$ cat config.mk
export PLATFORM = sky130hd
export DESIGN_NAME = conv3x3_core_flat
export DESIGN_NICKNAME = d
export VERILOG_FILES = /design/src/rtl/conv_pkg.sv /design/src/rtl/conv3x3_core_if.sv /design/src/rtl/conv_norm_clamp.sv /design/src/rtl/conv3x3_core.sv /design/src/flat_wrapper.sv
export SDC_FILE = /design/constraint.sdc
export NUM_CORES = 2
export LEC_CHECK = 0
export ABC_AREA = 1
export BUFFER_PORTS_ARGS = -buffer_cell sky130_fd_sc_hd__buf_2
export CORE_ASPECT_RATIO = 0.9
export CORE_MARGIN = 2
export CORE_UTILIZATION = 25
export DETAILED_ROUTE_END_ITERATION = 7
export SLEW_MARGIN = 20
export SYNTH_ARGS = -nofsm -noshare
export SYNTH_HDL_FRONTEND = slang
export SYNTH_SLANG_ARGS = --single-unit
$ cat constraint.sdc
create_clock -name clk -period 9.9 [get_ports clk]
set_input_delay 1.485 -clock clk [delete_from_list [all_inputs] [get_ports clk]]
set_output_delay 1.485 -clock clk [all_outputs]
set_load 0.1 [all_outputs]
$ cat src/rtl/conv_pkg.sv
// ---------------------------------------------------------------------------
// conv_pkg -- shared definitions for the 3x3 convolution core.
//   PIX_W / COEF_W / PROD_W / ACC_W : datapath widths
//   N_TAPS, ADDR_W, SHIFT_W         : kernel size and control field widths
//   state_t                         : frame sequencer states
//   IDENT_KERNEL                    : power-on kernel (centre tap = 1)
//   kernel_tap()                    : extract one tap from a packed kernel
// ---------------------------------------------------------------------------
package conv_pkg;

    localparam int PIX_W   = 8;
    localparam int COEF_W  = 8;
    localparam int PROD_W  = 17;
    localparam int ACC_W   = 21;
    localparam int N_TAPS  = 9;
    localparam int ADDR_W  = 4;
    localparam int SHIFT_W = 4;

    typedef enum logic [1:0] {
        IDLE  = 2'd0,
        RUN   = 2'd1,
        FLUSH = 2'd2,
        DONE  = 2'd3
    } state_t;

    // Packed kernel: tap i lives at bits [i*COEF_W +: COEF_W]; tap 4 is the centre.
    localparam logic [N_TAPS*COEF_W-1:0] IDENT_KERNEL =
        {{4{8'h00}}, 8'h01, {4{8'h00}}};

    function automatic logic signed [COEF_W-1:0] kernel_tap(
        input logic [N_TAPS*COEF_W-1:0] kernel,
        input int                       idx
    );
        return kernel[idx*COEF_W +: COEF_W];
    endfunction

endpackage

$ cat src/rtl/conv3x3_core_if.sv
// ---------------------------------------------------------------------------
// conv3x3_core_if -- bundle of the convolution core's control/data signals.
//   start            frame start pulse
//   rd, pixelr1..9   window valid + 3x3 window (row-major, 1 = top-left)
//   coef_we/addr/data coefficient write port (signed taps, index 0..8)
//   shift            normalisation right-shift amount
//   pixelw, wr       filtered pixel + valid
//   busy, frame_done sequencer status
// modport master : the side driving windows/coefficients
// modport slave  : the convolution core
// ---------------------------------------------------------------------------
interface conv3x3_core_if;
    import conv_pkg::*;

    logic               start;
    logic               rd;
    logic [PIX_W-1:0]   pixelr1;
    logic [PIX_W-1:0]   pixelr2;
    logic [PIX_W-1:0]   pixelr3;
    logic [PIX_W-1:0]   pixelr4;
    logic [PIX_W-1:0]   pixelr5;
    logic [PIX_W-1:0]   pixelr6;
    logic [PIX_W-1:0]   pixelr7;
    logic [PIX_W-1:0]   pixelr8;
    logic [PIX_W-1:0]   pixelr9;
    logic               coef_we;
    logic [ADDR_W-1:0]  coef_addr;
    logic [COEF_W-1:0]  coef_data;
    logic [SHIFT_W-1:0] shift;
    logic [PIX_W-1:0]   pixelw;
    logic               wr;
    logic               busy;
    logic               frame_done;

    modport master (
        output start, rd,
        output pixelr1, pixelr2, pixelr3, pixelr4, pixelr5,
        output pixelr6, pixelr7, pixelr8, pixelr9,
        output coef_we, coef_addr, coef_data, shift,
        input  pixelw, wr, busy, frame_done
    );

    modport slave (
        input  start, rd,
        input  pixelr1, pixelr2, pixelr3, pixelr4, pixelr5,
        input  pixelr6, pixelr7, pixelr8, pixelr9,
        input  coef_we, coef_addr, coef_data, shift,
        output pixelw, wr, busy, frame_done
    );

endinterface

$ cat src/rtl/conv_norm_clamp.sv
// ---------------------------------------------------------------------------
// conv_norm_clamp -- output normalisation (combinational).
//   sum   : signed accumulator value
//   shift : arithmetic right-shift amount (floor division by 2^shift)
//   pix   : result clamped to 0..255
// Optional macro CONV_ABS_EN: negative shifted values are replaced by their
// magnitude before clamping (edge-detect mode); otherwise they clamp to 0.
// ---------------------------------------------------------------------------
module conv_norm_clamp
    import conv_pkg::*;
(
    input  logic signed [ACC_W-1:0]   sum,
    input  logic        [SHIFT_W-1:0] shift,
    output logic        [PIX_W-1:0]   pix
);

    localparam logic signed [ACC_W-1:0] PIX_MAX = ACC_W'(255);

    logic signed [ACC_W-1:0] shifted;
    logic signed [ACC_W-1:0] mag;

    always_comb begin
        shifted = sum >>> shift;
`ifdef CONV_ABS_EN
        // Largest magnitude is well inside ACC_W, so negation cannot overflow.
        mag = shifted[ACC_W-1] ? -shifted : shifted;
`else
        mag = shifted;
`endif
        if (mag[ACC_W-1]) begin
            pix = '0;
        end else if (mag > PIX_MAX) begin
            pix = '1;
        end else begin
            pix = mag[PIX_W-1:0];
        end
    end

endmodule

$ cat src/rtl/conv3x3_core.sv
// ---------------------------------------------------------------------------
// conv3x3_core -- 3-stage pipelined 3x3 convolution with frame sequencer.
//   clk    : single clock, rising edge
//   rst_n  : synchronous active-low reset
//   bus    : conv3x3_core_if.slave (windows, coefficient port, results, status)
// Parameters IMG_W / IMG_H set the number of windows per frame.
// Pipeline: stage 1 products, stage 2 sum, stage 3 shift/clamp -> pixelw.
// A result appears on wr exactly 3 cycles after its window is accepted.
// Optional macro CONV_ABS_EN (in conv_norm_clamp): magnitude instead of
// clamp-to-zero for negative results.
// ---------------------------------------------------------------------------
module conv3x3_core
    import conv_pkg::*;
#(
    parameter int IMG_W = 64,
    parameter int IMG_H = 64
) (
    input  logic            clk,
    input  logic            rst_n,
    conv3x3_core_if.slave   bus
);

    localparam int N_PIX = IMG_W * IMG_H;
    localparam int CNT_W = (N_PIX > 1) ? $clog2(N_PIX) : 1;
    localparam logic [CNT_W-1:0] LAST_CNT = CNT_W'(N_PIX - 1);

    state_t                    state_reg;
    state_t                    state_next;
    logic [CNT_W-1:0]          cnt_reg;
    logic signed [COEF_W-1:0]  coef_reg [N_TAPS];
    logic [N_TAPS-1:0]         coef_hit;
    logic [PIX_W-1:0]          win [N_TAPS];
    logic signed [PROD_W-1:0]  prod_next [N_TAPS];
    logic signed [PROD_W-1:0]  prod_reg [N_TAPS];
    logic signed [ACC_W-1:0]   sum_next;
    logic signed [ACC_W-1:0]   sum_reg;
    logic [SHIFT_W-1:0]        shift1_reg;
    logic [SHIFT_W-1:0]        shift2_reg;
    logic                      v1_reg;
    logic                      v2_reg;
    logic                      wr_reg;
    logic [PIX_W-1:0]          pixelw_reg;
    logic [PIX_W-1:0]          norm_pix;
    logic                      accept;
    logic                      last_accept;
    logic                      busy_next;
    logic                      done_next;

    assign win[0] = bus.pixelr1;
    assign win[1] = bus.pixelr2;
    assign win[2] = bus.pixelr3;
    assign win[3] = bus.pixelr4;
    assign win[4] = bus.pixelr5;
    assign win[5] = bus.pixelr6;
    assign win[6] = bus.pixelr7;
    assign win[7] = bus.pixelr8;
    assign win[8] = bus.pixelr9;

    assign accept      = (state_reg == RUN) && bus.rd;
    assign last_accept = accept && (cnt_reg == LAST_CNT);

    // Per-tap write decode and product; addresses 9..15 match no tap.
    // The pixel is zero-extended so it multiplies as a positive signed value.
    generate
        for (genvar gi = 0; gi < N_TAPS; gi++) begin : g_tap
            assign coef_hit[gi]  = (state_reg == IDLE) && bus.coef_we &&
                                   (bus.coef_addr == ADDR_W'(gi));
            assign prod_next[gi] = PROD_W'($signed({1'b0, win[gi]})) *
                                   PROD_W'(coef_reg[gi]);
        end
    endgenerate

    // ---------------- sequencer ----------------
    always_ff @(posedge clk) begin
        if (!rst_n) begin
            state_reg <= IDLE;
        end else begin
            state_reg <= state_next;
        end
    end

    always_comb begin
        state_next = state_reg;
        busy_next  = 1'b0;
        done_next  = 1'b0;
        case (state_reg)
            IDLE: begin
                if (bus.start) state_next = RUN;
            end
            RUN: begin
                busy_next = 1'b1;
                if (last_accept) state_next = FLUSH;
            end
            FLUSH: begin
                busy_next = 1'b1;
                // Once stages 1 and 2 are empty the final result is in wr_reg,
                // so DONE lands on the cycle right after the last wr.
                if (!v1_reg && !v2_reg) state_next = DONE;
            end
            DONE: begin
                done_next  = 1'b1;
                state_next = IDLE;
            end
            default: state_next = IDLE;
        endcase
    end

    always_ff @(posedge clk) begin
        if (!rst_n) begin
            cnt_reg <= '0;
        end else if (state_reg == DONE) begin
            cnt_reg <= '0;
        end else if (accept) begin
            cnt_reg <= cnt_reg + 1'b1;
        end
    end

    // ---------------- coefficients ----------------
    always_ff @(posedge clk) begin
        for (int i = 0; i < N_TAPS; i++) begin
            if (!rst_n) begin
                coef_reg[i] <= kernel_tap(IDENT_KERNEL, i);
            end else if (coef_hit[i]) begin
                coef_reg[i] <= bus.coef_data;
            end
        end
    end

    // ---------------- datapath ----------------
    always_comb begin
        sum_next = '0;
        for (int i = 0; i < N_TAPS; i++) begin
            sum_next = sum_next + ACC_W'(prod_reg[i]);
        end
    end

    // Valid bits and output registers are reset; payload registers are not.
    always_ff @(posedge clk) begin
        if (!rst_n) begin
            v1_reg     <= 1'b0;
            v2_reg     <= 1'b0;
            wr_reg     <= 1'b0;
            pixelw_reg <= '0;
        end else begin
            v1_reg     <= accept;
            v2_reg     <= v1_reg;
            wr_reg     <= v2_reg;
            pixelw_reg <= v2_reg ? norm_pix : '0;
        end
    end

    always_ff @(posedge clk) begin
        if (accept) begin
            for (int i = 0; i < N_TAPS; i++) begin
                prod_reg[i] <= prod_next[i];
            end
            shift1_reg <= bus.shift;
        end
        if (v1_reg) begin
            sum_reg    <= sum_next;
            shift2_reg <= shift1_reg;
        end
    end

    conv_norm_clamp u_norm (
        .sum   (sum_reg),
        .shift (shift2_reg),
        .pix   (norm_pix)
    );

    assign bus.pixelw     = pixelw_reg;
    assign bus.wr         = wr_reg;
    assign bus.busy       = busy_next;
    assign bus.frame_done = done_next;

endmodule

$ cat src/flat_wrapper.sv
// flat-port wrapper written by rule: the top's interface ports become plain ports
module conv3x3_core_flat import conv_pkg::*;
#(
    parameter int IMG_W = 64,
    parameter int IMG_H = 64
)
  (clk, rst_n, bus_start, bus_rd, bus_pixelr1, bus_pixelr2, bus_pixelr3, bus_pixelr4, bus_pixelr5, bus_pixelr6, bus_pixelr7, bus_pixelr8, bus_pixelr9, bus_coef_we, bus_coef_addr, bus_coef_data, bus_shift, bus_pixelw, bus_wr, bus_busy, bus_frame_done);
  conv3x3_core_if bus_i ();
  input  logic clk;
  input  logic rst_n;
  input wire logic [$bits(bus_i.start)-1:0] bus_start;
  input wire logic [$bits(bus_i.rd)-1:0] bus_rd;
  input wire logic [$bits(bus_i.pixelr1)-1:0] bus_pixelr1;
  input wire logic [$bits(bus_i.pixelr2)-1:0] bus_pixelr2;
  input wire logic [$bits(bus_i.pixelr3)-1:0] bus_pixelr3;
  input wire logic [$bits(bus_i.pixelr4)-1:0] bus_pixelr4;
  input wire logic [$bits(bus_i.pixelr5)-1:0] bus_pixelr5;
  input wire logic [$bits(bus_i.pixelr6)-1:0] bus_pixelr6;
  input wire logic [$bits(bus_i.pixelr7)-1:0] bus_pixelr7;
  input wire logic [$bits(bus_i.pixelr8)-1:0] bus_pixelr8;
  input wire logic [$bits(bus_i.pixelr9)-1:0] bus_pixelr9;
  input wire logic [$bits(bus_i.coef_we)-1:0] bus_coef_we;
  input wire logic [$bits(bus_i.coef_addr)-1:0] bus_coef_addr;
  input wire logic [$bits(bus_i.coef_data)-1:0] bus_coef_data;
  input wire logic [$bits(bus_i.shift)-1:0] bus_shift;
  output wire logic [$bits(bus_i.pixelw)-1:0] bus_pixelw;
  output wire logic [$bits(bus_i.wr)-1:0] bus_wr;
  output wire logic [$bits(bus_i.busy)-1:0] bus_busy;
  output wire logic [$bits(bus_i.frame_done)-1:0] bus_frame_done;
  assign bus_i.start = bus_start;
  assign bus_i.rd = bus_rd;
  assign bus_i.pixelr1 = bus_pixelr1;
  assign bus_i.pixelr2 = bus_pixelr2;
  assign bus_i.pixelr3 = bus_pixelr3;
  assign bus_i.pixelr4 = bus_pixelr4;
  assign bus_i.pixelr5 = bus_pixelr5;
  assign bus_i.pixelr6 = bus_pixelr6;
  assign bus_i.pixelr7 = bus_pixelr7;
  assign bus_i.pixelr8 = bus_pixelr8;
  assign bus_i.pixelr9 = bus_pixelr9;
  assign bus_i.coef_we = bus_coef_we;
  assign bus_i.coef_addr = bus_coef_addr;
  assign bus_i.coef_data = bus_coef_data;
  assign bus_i.shift = bus_shift;
  assign bus_pixelw = bus_i.pixelw;
  assign bus_wr = bus_i.wr;
  assign bus_busy = bus_i.busy;
  assign bus_frame_done = bus_i.frame_done;
  conv3x3_core #(.IMG_W(IMG_W), .IMG_H(IMG_H)) u_core (.clk(clk), .rst_n(rst_n), .bus(bus_i));
endmodule
==> metrics <==
Setup violations, final=0; initial antenna violation count=33; die height=358 µm; status=complete, no violations; Die Wd=397 µm; worst r2r src=u_core.prod_reg[0][1]; Top delay family on crit path=adder cells; Top FF cell, synth=edfxtp_1; Mapped Area=~35000 µm²; hold path startpoint=u_core.shift1_reg[1]; routability cong.=just under 0.9; htree depth=2; most common cell after layout, fill and taps aside=inv_1; final hold vios=0; number of synthesized flops with an enable pin=~250; Num CTS Buffers=36; Largest register FFs=around 150; Initial DRT Pass Iterations=5; share of cells above drive strength 1=5.81%; synthesized instance count=between 3000 and 4000; Slew @ Worst Pin=between 1000 and 1500 ps; critical path's most frequent cell=fa_1; Required @ worst endpoint=a little over 10000 ps; commonest non-fill, non-tap cells in the layout=inv_1, nand2_1, fa_1; row count=between 100 and 150; Post-DP HPWL=between 70000 and 80000 µm; post-cts sizing count=0; CTS tree=done; CP max FO=5; Core Region=around 140000 µm²; port bufs=about 100; grt total ovfl=0; WL/cell=approximately 15 µm; slowest CP cell=fa_1; FILL cells=about 15000; Clock Skew=35.6 ps; share of flip-flops with an asynchronous set or reset=0%; max_slew headroom=30.9%; Worst setup SP type=register; nets@finish=4952; drt drc=0; post-route setup TNS=0 ps; FF+latch area=between 8000 and 9000 µm²; Synth warnings=0; Area Growth Syn to Fin=10.4%; # IOs=between 100 and 150; Initial Utilization=between 20% and 30%; Clock Path Buffers=3; pin count of the biggest net entering global routing=86; number of buffers added for setup after CTS=0; max cap viols=0; DRT iter0 DRCs=between 1500 and 2000; critical path's largest stage delay=550 ps; final WL=between 80000 and 90000 µm; All-Layer GR Usage=about an eighth; routed vias/inst=4.19; fin crit share=about 66%; Worst Setup SP=u_core.prod_reg[0][1]; synthesized flop and latch total=~280; Max Clk Rate=~0.15 GHz; register clock-pin slew on the reported worst setup and hold paths=60 ps; Seq/Total Area, Yosys=about a quarter; via count=between 20000 and 25000; syn_area_per_cell=8.71 µm²; RSZ-0062 raised after global routing=false; die area=between 100000 and 150000 µm²; library cells used by synthesis=44; Clock Latency Late Sink=between 500 and 600 ps; buffers and inverters on the worst path=4; first-pass GRT wire length=between 100000 and 150000 µm; reg-to-reg endpoint=u_core.sum_reg[20]; WP data arrival=approximately 7000 ps; Min-Delay Path Class=register to register; vias in the first global route=around 25000; hold worst-path end=u_core.shift2_reg[1]; multi-input logic area=22100 µm²; post-route ant nets=0; final slew viol count=0; Final min period=around 6500 ps; clock sinks=~280; Setup crit end kind=register; syn nets=around 5000; WHS Path Cells=0; worst setup path class=register to register; R2R setup slack=approximately 3400 ps; Hold Buf Count CTS=0; r2r worst-path depth=25; root buf cell=clkbuf_16
-- routing by layer --
| layer | global-route usage (%) | vias up | part of all wire (%) |
|---|---|---|---|
| li1 | - | 12000 | - |
| met5 | 0 | - | 0.21 |
| met4 | 2.46 | 28 | 2.1 |
| met3 | 2.09 | 131 | 4.7 |
| met2 | 19.8 | 448 | 45 |
| met1 | 17.3 | 11800 | 48 |
-- worst max path at each step --
stage	to	slack (ps)	depth (start not counted)
after floorplan	u_core.sum_reg[20]	4030	25
final	u_core.sum_reg[20]	3370	25
after global routing	u_core.sum_reg[20]	2940	25
after global placement	u_core.sum_reg[20]	3520	25
after CTS	u_core.sum_reg[20]	3390	25
after detailed placement	u_core.sum_reg[20]	3440	25
-- cell type report --
cell class                 count  share of cell area [%]
antenna                        6                  0.0392
clock buffer                  39                    2.44
clock inverter                25                    1.05
inverter                    1032                    10.1
multi-input combinational   2528                    57.8
sequential                   279                    21.2
tap                         1834                    5.99
timing repair buffer         106                    1.40
-- through the flow --
step | hold slack [ps] | setup WS, ps | std cells | area, µm² | util, %
after floorplan | 400 | 4030 | 3986 | 34700 | -
after global placement | 411 | 3520 | 5779 | 37000 | 26.9
after detailed placement | 414 | 3440 | 5779 | 37000 | 26.9
after CTS | 424 | 3390 | 5843 | 38300 | 27.8
after global routing | 439 | 2940 | 5847 | 38300 | 27.8
final | 424 | 3370 | 5849 | 38300 | 27.8
-- Yosys cell counts, types with 11 or more instances --
| library cell | number | area (µm²) |
|---|---|---|
| inv_1 | 1018 | 3820 |
| nand2_1 | 825 | 3100 |
| fa_1 | 444 | 8890 |
| ha_1 | 432 | 5410 |
| edfxtp_1 | 254 | 7630 |
| nor2_1 | 181 | 679 |
| a21oi_1 | 139 | 696 |
| clkbuf_1 | 138 | 518 |
| nand3_1 | 91 | 455 |
| o21ai_0 | 88 | 440 |
| xor2_1 | 88 | 771 |
| or2_2 | 55 | 344 |
| xnor2_1 | 53 | 464 |
| dfxtp_1 | 25 | 500 |
| nor3_1 | 16 | 80.1 |
| o21ai_1 | 16 | 80.1 |
| nand4_1 | 13 | 81.3 |
| o2111ai_1 | 13 | 114 |
| o21bai_1 | 12 | 90.1 |
| a31oi_1 | 11 | 68.8 |
| clkinv_1 | 11 | 41.3 |
-- kinds of logic after synthesis --
kind of cell / count (synthesis) / share of synthesized area, %
xor+xnor: 141 / 3.56
flops: 279 / 23.4
mux: 2 / 0.0577
fa+ha+maj: 876 / 41.2
simple gates: 1201 / 14.0
compound gates: 308 / 4.92
buf+inv: 1179 / 12.9
Power is not shown: default switching activity piles up to over one toggle a cycle in this logic, so the estimate is an artifact.
